<file path="src/rtl/lru_pkg.sv">
// lru_pkg: shared definitions for the LRU residency tracker.
//   idx_w(n) : bits needed to index n ways (at least 1)
//   cnt_w(c) : bits needed to count 0..c
//   lru_ev_e : the single event applied to the tracker state in a cycle
package lru_pkg;

  typedef enum logic [2:0] {
    EV_NONE,
    EV_HIT,
    EV_FILL,
    EV_EVICT,
    EV_INV,
    EV_FLUSH
  } lru_ev_e;

  function automatic int idx_w(input int n);
    return (n <= 2) ? 1 : $clog2(n);
  endfunction

  function automatic int cnt_w(input int c);
    return $clog2(c + 1);
  endfunction

endpackage

</file>
<file path="src/rtl/lru_prio_enc.sv">
// lru_prio_enc: lowest-set-bit priority encoder for the access request vector.
//   req   : request bits, one per way
//   valid : at least one bit of req is set
//   idx   : index of the lowest set bit (0 when valid=0)
module lru_prio_enc #(
  parameter int N     = 5,
  parameter int IDX_W = 3
) (
  input  logic [N-1:0]     req,
  output logic             valid,
  output logic [IDX_W-1:0] idx
);

  // Scan from the top down so the lowest set bit is the last one written.
  always_comb begin
    valid = 1'b0;
    idx   = '0;
    for (int i = N - 1; i >= 0; i--) begin
      if (req[i]) begin
        valid = 1'b1;
        idx   = IDX_W'(i);
      end
    end
  end

endmodule

</file>
<file path="src/rtl/lru_tracker.sv">
// lru_tracker: tracks which ways are resident and their recency order,
// evicting the least-recently-used way when a miss arrives at full capacity.
//   clk, rst             : clock, async active-high reset
//   tick                 : qualifies acc_req
//   acc_req              : per-way access request (lowest set bit wins)
//   inv_valid, inv_idx   : invalidate one way (ignored with an accepted access)
//   flush                : clear all residency (highest priority)
//   resident, occupancy  : registered residency flags and resident count
//   lru_idx, lru_valid   : least-recently-used resident way
//   hit                  : pulse, accepted access hit a resident way
//   evict_valid/evict_idx: pulse and index of the way displaced by a miss
//
// event    | meaning
// EV_NONE  | nothing changes
// EV_HIT   | accessed way resident, moves to rank 0
// EV_FILL  | miss with free capacity, inserted at rank 0
// EV_EVICT | miss at capacity, oldest way displaced
// EV_INV   | resident way removed, ranks behind it close up
// EV_FLUSH | everything cleared
module lru_tracker
  import lru_pkg::*;
#(
  parameter int NUM_WAYS = 5,
  parameter int CAPACITY = 4,
  localparam int IDX_W = idx_w(NUM_WAYS),
  localparam int CNT_W = cnt_w(CAPACITY)
) (
  input  logic                clk,
  input  logic                rst,
  input  logic                tick,
  input  logic [NUM_WAYS-1:0] acc_req,
  input  logic                inv_valid,
  input  logic [IDX_W-1:0]    inv_idx,
  input  logic                flush,
  output logic [NUM_WAYS-1:0] resident,
  output logic [CNT_W-1:0]    occupancy,
  output logic [IDX_W-1:0]    lru_idx,
  output logic                lru_valid,
  output logic                hit,
  output logic                evict_valid,
  output logic [IDX_W-1:0]    evict_idx
);

  logic [NUM_WAYS-1:0] res_q, res_n;
  logic [IDX_W-1:0]    rank_q [NUM_WAYS];
  logic [IDX_W-1:0]    rank_n [NUM_WAYS];
  logic [CNT_W-1:0]    occ_q, occ_n, occ_m1;
  logic [IDX_W-1:0]    lru_q, lru_n;
  logic                lru_valid_q;
  logic                hit_q, evict_valid_q;
  logic [IDX_W-1:0]    evict_idx_q, evict_idx_n;

  logic                sel_valid;
  logic [IDX_W-1:0]    sel_idx;
  logic                sel_res, inv_res;
  logic [IDX_W-1:0]    sel_rank, inv_rank, victim, lru_rank;
  logic                full;
  lru_ev_e             ev;

  lru_prio_enc #(
    .N     (NUM_WAYS),
    .IDX_W (IDX_W)
  ) u_prio_enc (
    .req   (acc_req),
    .valid (sel_valid),
    .idx   (sel_idx)
  );

  // Lookups are done by loop rather than direct indexing so that an
  // out-of-range inv_idx simply finds nothing.
  always_comb begin
    sel_res  = 1'b0;
    sel_rank = '0;
    inv_res  = 1'b0;
    inv_rank = '0;
    victim   = '0;
    for (int i = 0; i < NUM_WAYS; i++) begin
      if (IDX_W'(i) == sel_idx) begin
        sel_res  = res_q[i];
        sel_rank = rank_q[i];
      end
      if (IDX_W'(i) == inv_idx) begin
        inv_res  = res_q[i];
        inv_rank = rank_q[i];
      end
      if (res_q[i] && rank_q[i] == IDX_W'(CAPACITY - 1))
        victim = IDX_W'(i);
    end
  end

  assign full = (occ_q == CNT_W'(CAPACITY));

  always_comb begin
    ev = EV_NONE;
    if (flush)
      ev = EV_FLUSH;
    else if (tick && sel_valid)
      ev = sel_res ? EV_HIT : (full ? EV_EVICT : EV_FILL);
    else if (inv_valid && inv_res)
      ev = EV_INV;
  end

  // Non-resident ways are kept at rank 0 so the rank table stays canonical.
  always_comb begin
    res_n       = res_q;
    occ_n       = occ_q;
    evict_idx_n = '0;
    for (int i = 0; i < NUM_WAYS; i++) rank_n[i] = rank_q[i];

    for (int i = 0; i < NUM_WAYS; i++) begin
      unique case (ev)
        EV_HIT: begin
          if (IDX_W'(i) == sel_idx)
            rank_n[i] = '0;
          else if (res_q[i] && rank_q[i] < sel_rank)
            rank_n[i] = rank_q[i] + 1'b1;
        end
        EV_FILL, EV_EVICT: begin
          if (IDX_W'(i) == sel_idx) begin
            res_n[i]  = 1'b1;
            rank_n[i] = '0;
          end else if (ev == EV_EVICT && res_q[i] &&
                       rank_q[i] == IDX_W'(CAPACITY - 1)) begin
            res_n[i]  = 1'b0;
            rank_n[i] = '0;
          end else if (res_q[i]) begin
            rank_n[i] = rank_q[i] + 1'b1;
          end
        end
        EV_INV: begin
          if (IDX_W'(i) == inv_idx) begin
            res_n[i]  = 1'b0;
            rank_n[i] = '0;
          end else if (res_q[i] && rank_q[i] > inv_rank) begin
            rank_n[i] = rank_q[i] - 1'b1;
          end
        end
        EV_FLUSH: begin
          res_n[i]  = 1'b0;
          rank_n[i] = '0;
        end
        default: ;
      endcase
    end

    unique case (ev)
      EV_FILL:  occ_n = occ_q + CNT_W'(1);
      EV_INV:   occ_n = occ_q - CNT_W'(1);
      EV_FLUSH: occ_n = '0;
      default:  ;
    endcase

    if (ev == EV_EVICT) evict_idx_n = victim;
  end

  // LRU is derived from the next state so it can be registered with it.
  // When occ_n is 0 nothing is resident, so the search finds nothing.
  always_comb begin
    occ_m1   = occ_n - CNT_W'(1);
    lru_rank = IDX_W'(occ_m1);
    lru_n    = '0;
    for (int i = 0; i < NUM_WAYS; i++) begin
      if (res_n[i] && rank_n[i] == lru_rank) lru_n = IDX_W'(i);
    end
  end

  always_ff @(posedge clk or posedge rst) begin
    if (rst) begin
      res_q         <= '0;
      occ_q         <= '0;
      lru_q         <= '0;
      lru_valid_q   <= 1'b0;
      hit_q         <= 1'b0;
      evict_valid_q <= 1'b0;
      evict_idx_q   <= '0;
      for (int i = 0; i < NUM_WAYS; i++) rank_q[i] <= '0;
    end else begin
      res_q         <= res_n;
      occ_q         <= occ_n;
      lru_q         <= lru_n;
      lru_valid_q   <= (occ_n != '0);
      hit_q         <= (ev == EV_HIT);
      evict_valid_q <= (ev == EV_EVICT);
      evict_idx_q   <= evict_idx_n;
      for (int i = 0; i < NUM_WAYS; i++) rank_q[i] <= rank_n[i];
    end
  end

  assign resident    = res_q;
  assign occupancy   = occ_q;
  assign lru_idx     = lru_q;
  assign lru_valid   = lru_valid_q;
  assign hit         = hit_q;
  assign evict_valid = evict_valid_q;
  assign evict_idx   = evict_idx_q;

endmodule
</file>
<file path="config.mk">
export PLATFORM = sky130hd
export DESIGN_NAME = lru_tracker
export DESIGN_NICKNAME = d
export VERILOG_FILES = /design/src/rtl/lru_pkg.sv /design/src/rtl/lru_prio_enc.sv /design/src/rtl/lru_tracker.sv
export SDC_FILE = /design/constraint.sdc
export NUM_CORES = 1
export LEC_CHECK = 0
export CAP_MARGIN = 20
export CORE_UTILIZATION = 30
export DETAILED_ROUTE_END_ITERATION = 16
export PLACE_DENSITY = 0.56
export SLEW_MARGIN = 20
export SYNTH_ARGS = -nofsm -noshare
export SYNTH_HDL_FRONTEND = slang
export SYNTH_SLANG_ARGS = --single-unit
</file>
<file path="constraint.sdc">
create_clock -name clk -period 4.2 [get_ports clk]
set_input_delay 1.26 -clock clk [delete_from_list [all_inputs] [get_ports clk]]
set_output_delay 1.26 -clock clk [all_outputs]
set_load 0.02 [all_outputs]
</file>
==> flow_metrics.tcl <==
set metrics [dict create \
    status "finished clean" \
    final_layout_size_suffix_gt1_share_pct 35.59 \
    final_hold_viol_count 0 \
    worst-endpoint-arrival_ns 4.38 \
    p_leak_nw 2.290 \
    cts_buffer_depth 2 \
    yosysUniqueCellTypes 78 \
    initial_core_util_pct 30.92 \
    clk-insertion-delay-late_ns 0.28 \
    cts_buffers 5 \
    die_h_um 110.7 \
    holdPathEnd "occupancy[1]$_DFF_PP0_" \
    antenna_found_initial 0 \
    grt-ovfl-total 0 \
    vias_per_cell 5.487 \
    io_pins 30 \
    first_iter_violations 289 \
    rows 39 \
    final_cell_count_no_fill 705 \
    clk_pin_slew_ns 0.06 \
    tightest_slew_ns 0.5697 \
    fmax_ghz 0.2401 \
    fin_total_pwr_mw 1.943 \
    startpoint_type "input pin" \
    critPathKind "in2reg" \
    post-route-util_pct 45.12 \
    synth_edf_count 0 \
    synth-seq-cells 32 \
    reg2reg_from "resident[3]$_DFF_PP0_" \
    n_fill_cell 1093 \
    drtPass1Iterations 5 \
    grt_pass1_wl_um 21000 \
    grt_usage_pct 22.07 \
    reg2reg_to "lru_idx[0]$_DFF_PP0_" \
    cp_max_fo 4 \
    synth_area_leader_cell "dfrtp_1" \
    final.period_utilization_pct 99.18 \
    dp_cells 683 \
    skew_ns 0.005743 \
    diodes 0 \
    hold_start "occupancy[1]$_DFF_PP0_" \
    layout_common_cells "buf_4, ha_1, nand2_1" \
    cts_root_buf "clkbuf_16" \
    num_vias 3868 \
    wl_per_cell_um 19.15 \
    postSynthNetCount 475 \
    fin_nets 617 \
    ys_warn_count 0 \
    syn_to_final_growth_pct 45.91 \
    layout_commonest_cell "buf_4" \
    syn_area_per_cell_um2 8.463 \
    min_path_cells 2 \
    port_buffers 29 \
    synthTopCellsByArea "dfrtp_1, ha_1, nand2_1, inv_1, a21oi_1" \
    die_area_um2 12260 \
    powerDensity_nw_per_um2 375.6 \
    r2r_setup_slack_ns 0.84 \
    finalWorstSetupSlack_ns 0.03464 \
    cts_tree "done" \
    htreeDepth 2 \
    dp_hpwl_um 10360 \
    ctsHoldBuffers 0 \
    timing.final.crit_period_ns 4.165 \
    antenna_left 0 \
    hp-class "reg2reg" \
    synth_top_cell_area_share_pct 22.58 \
    seq_area_frac_synth_pct 22.58 \
    pre_cts_slack_ns -0.7725 \
    fp.dieW_um 110.7 \
    maxSlewViolCount 0 \
    synthCells 419 \
    cts_num_sinks 32 \
    end_kind "flip-flop" \
    required_ns 4.41 \
    peakVddDrop_mv 0.1769 \
    core-area_um2 11470 \
    relSlewSlack_pct 61.62 \
    rsz0062_at_grt "yes" \
    grt_pass1_vias 3848 \
    syn_area_um2 3546 \
    setup_viol 0 \
    ys.flop_type "dfrtp_1" \
    rr_worst_depth 13 \
    wirelength_um 13500 \
    ys_async_sr_fraction_pct 100.0 \
    grt_max_degree 33 \
    maxCapViolCount 0 \
    drc_errors 0 \
    gp_congestion 0.9373 \
]
-- registers in the layout, summed over array words and instances (netlist names) --
name	cells
rank_q	15
hit	1
evict_idx	3
lru_valid	1
lru_idx	3
evict_valid	1
resident	5
occupancy	3
-- worst max-delay path by stage --
stage | startpoint | to | slack, ns | cells past startpoint
after detailed placement | inv_idx[0] | lru_idx[0]$_DFF_PP0_ | -0.77 | 16
final | acc_req[2] | lru_idx[0]$_DFF_PP0_ | 0.03 | 17
after CTS | acc_req[1] | lru_idx[0]$_DFF_PP0_ | -0.002 | 17
after floorplan | inv_idx[0] | lru_idx[0]$_DFF_PP0_ | 0.03 | 15
after global routing | acc_req[2] | lru_idx[0]$_DFF_PP0_ | -0.12 | 17
after global placement | inv_idx[0] | lru_idx[0]$_DFF_PP0_ | -0.76 | 16
-- routing by layer --
layer | track usage [%] | share of wire [%] | vias to the layer above
met2 | 35.03 | 45 | 143
li1 | - | - | 1829
met1 | 29.65 | 45 | 1857
met3 | 3.554 | 5.9 | 39
met4 | 9.333 | 3.9 | 0
met5 | 0 | 0 | -
-- where the power goes --
part / switching (mW) / total (mW) / internal [mW]
clock network: 0.143 / 0.421 / 0.279
registers: 0.0798 / 0.433 / 0.353
logic: 0.570 / 1.09 / 0.519
total: 0.793 / 1.94 / 1.15
-- final cells by class --
| class | count | area [µm²] | share of cell area, % |
|---|---|---|---|
| Clock inverter | 3 | 42.54 | 0.8222 |
| Tap cell | 143 | 178.9 | 3.458 |
| Timing Repair Buffer | 147 | 1191 | 23.02 |
| Multi-Input combinational cell | 340 | 2704 | 52.26 |
| Inverter | 35 | 131.4 | 2.539 |
| Clock buffer | 5 | 125.1 | 2.418 |
| Sequential cell | 32 | 800.8 | 15.48 |
-- cells in the mapped netlist, types with 2 or more instances --
cell,instances
a22oi_1,9
o221ai_2,3
nor2b_1,11
o2111a_1,2
and2_1,6
clkbuf_1,4
a21o_1,6
o311ai_0,2
mux2i_1,2
o2111ai_1,2
and4bb_2,2
a311oi_1,3
xnor2_1,10
o221ai_1,3
a32oi_1,2
inv_1,35
nor2_1,34
xor2_1,3
nand4_1,5
mux2_2,5
ha_1,42
o211ai_2,2
nor3_1,6
a21boi_0,5
o21ai_0,23
o211ai_1,7
a31oi_1,5
nor4_1,4
a211oi_1,4
o21a_1,5
a21oi_1,26
nand3_1,15
dfrtp_1,32
nor3b_1,4
o21ai_1,4
buf_4,2
buf_6,3
clkbuf_8,2
nand2_1,38
o22ai_1,2
o21ai_2,2
-- per-stage QoR --
stage                      TNS [ns]  cell area (µm²)  hold WS [ns]
final                             0             5174        0.6421
after global routing        -0.2067             5174        0.6881
after CTS                 -0.002497             5042        0.6504
after detailed placement     -3.444             4702        0.6369
after global placement       -2.983             4702        0.6078
after floorplan                   0             3548        0.5325
-- timing repair --
action | CTS | global route
endpoints found under the setup margin | 3 | 4
pin swaps | 17 | 33
gates resized for setup | 33 | 46
setup buffers | 11 | 3
-- worst max-delay path, stage by stage --
cell and delay, ns:
buf_8 0.10, buf_6 0.11, nor4b_4 0.39, a22oi_2 0.14, o2111ai_2 0.09, o21ai_2 0.12
ha_1 0.33, a21o_1 0.19, a21o_1 0.18, a211oi_2 0.19, o31a_2 0.18, nor2_2 0.05
a311o_1 0.40, xor2_1 0.17, nor3_2 0.21, nand3_2 0.12, a21oi_2 0.15
-- kinds of logic (layout without fill, tap and decap cells) --
family	after synthesis	after routing	share of synthesized area [%]
muxes	8	8	2.787
buffers and inverters	47	190	6.422
adders and majority gates	43	43	15.38
xor gates and xnor gates	14	14	3.987
AOI/OAI and AO/OA	135	135	27.74
and+or+nand+nor	140	140	21.10
DFF	32	32	22.58
Power figures use the tool's default switching activity.
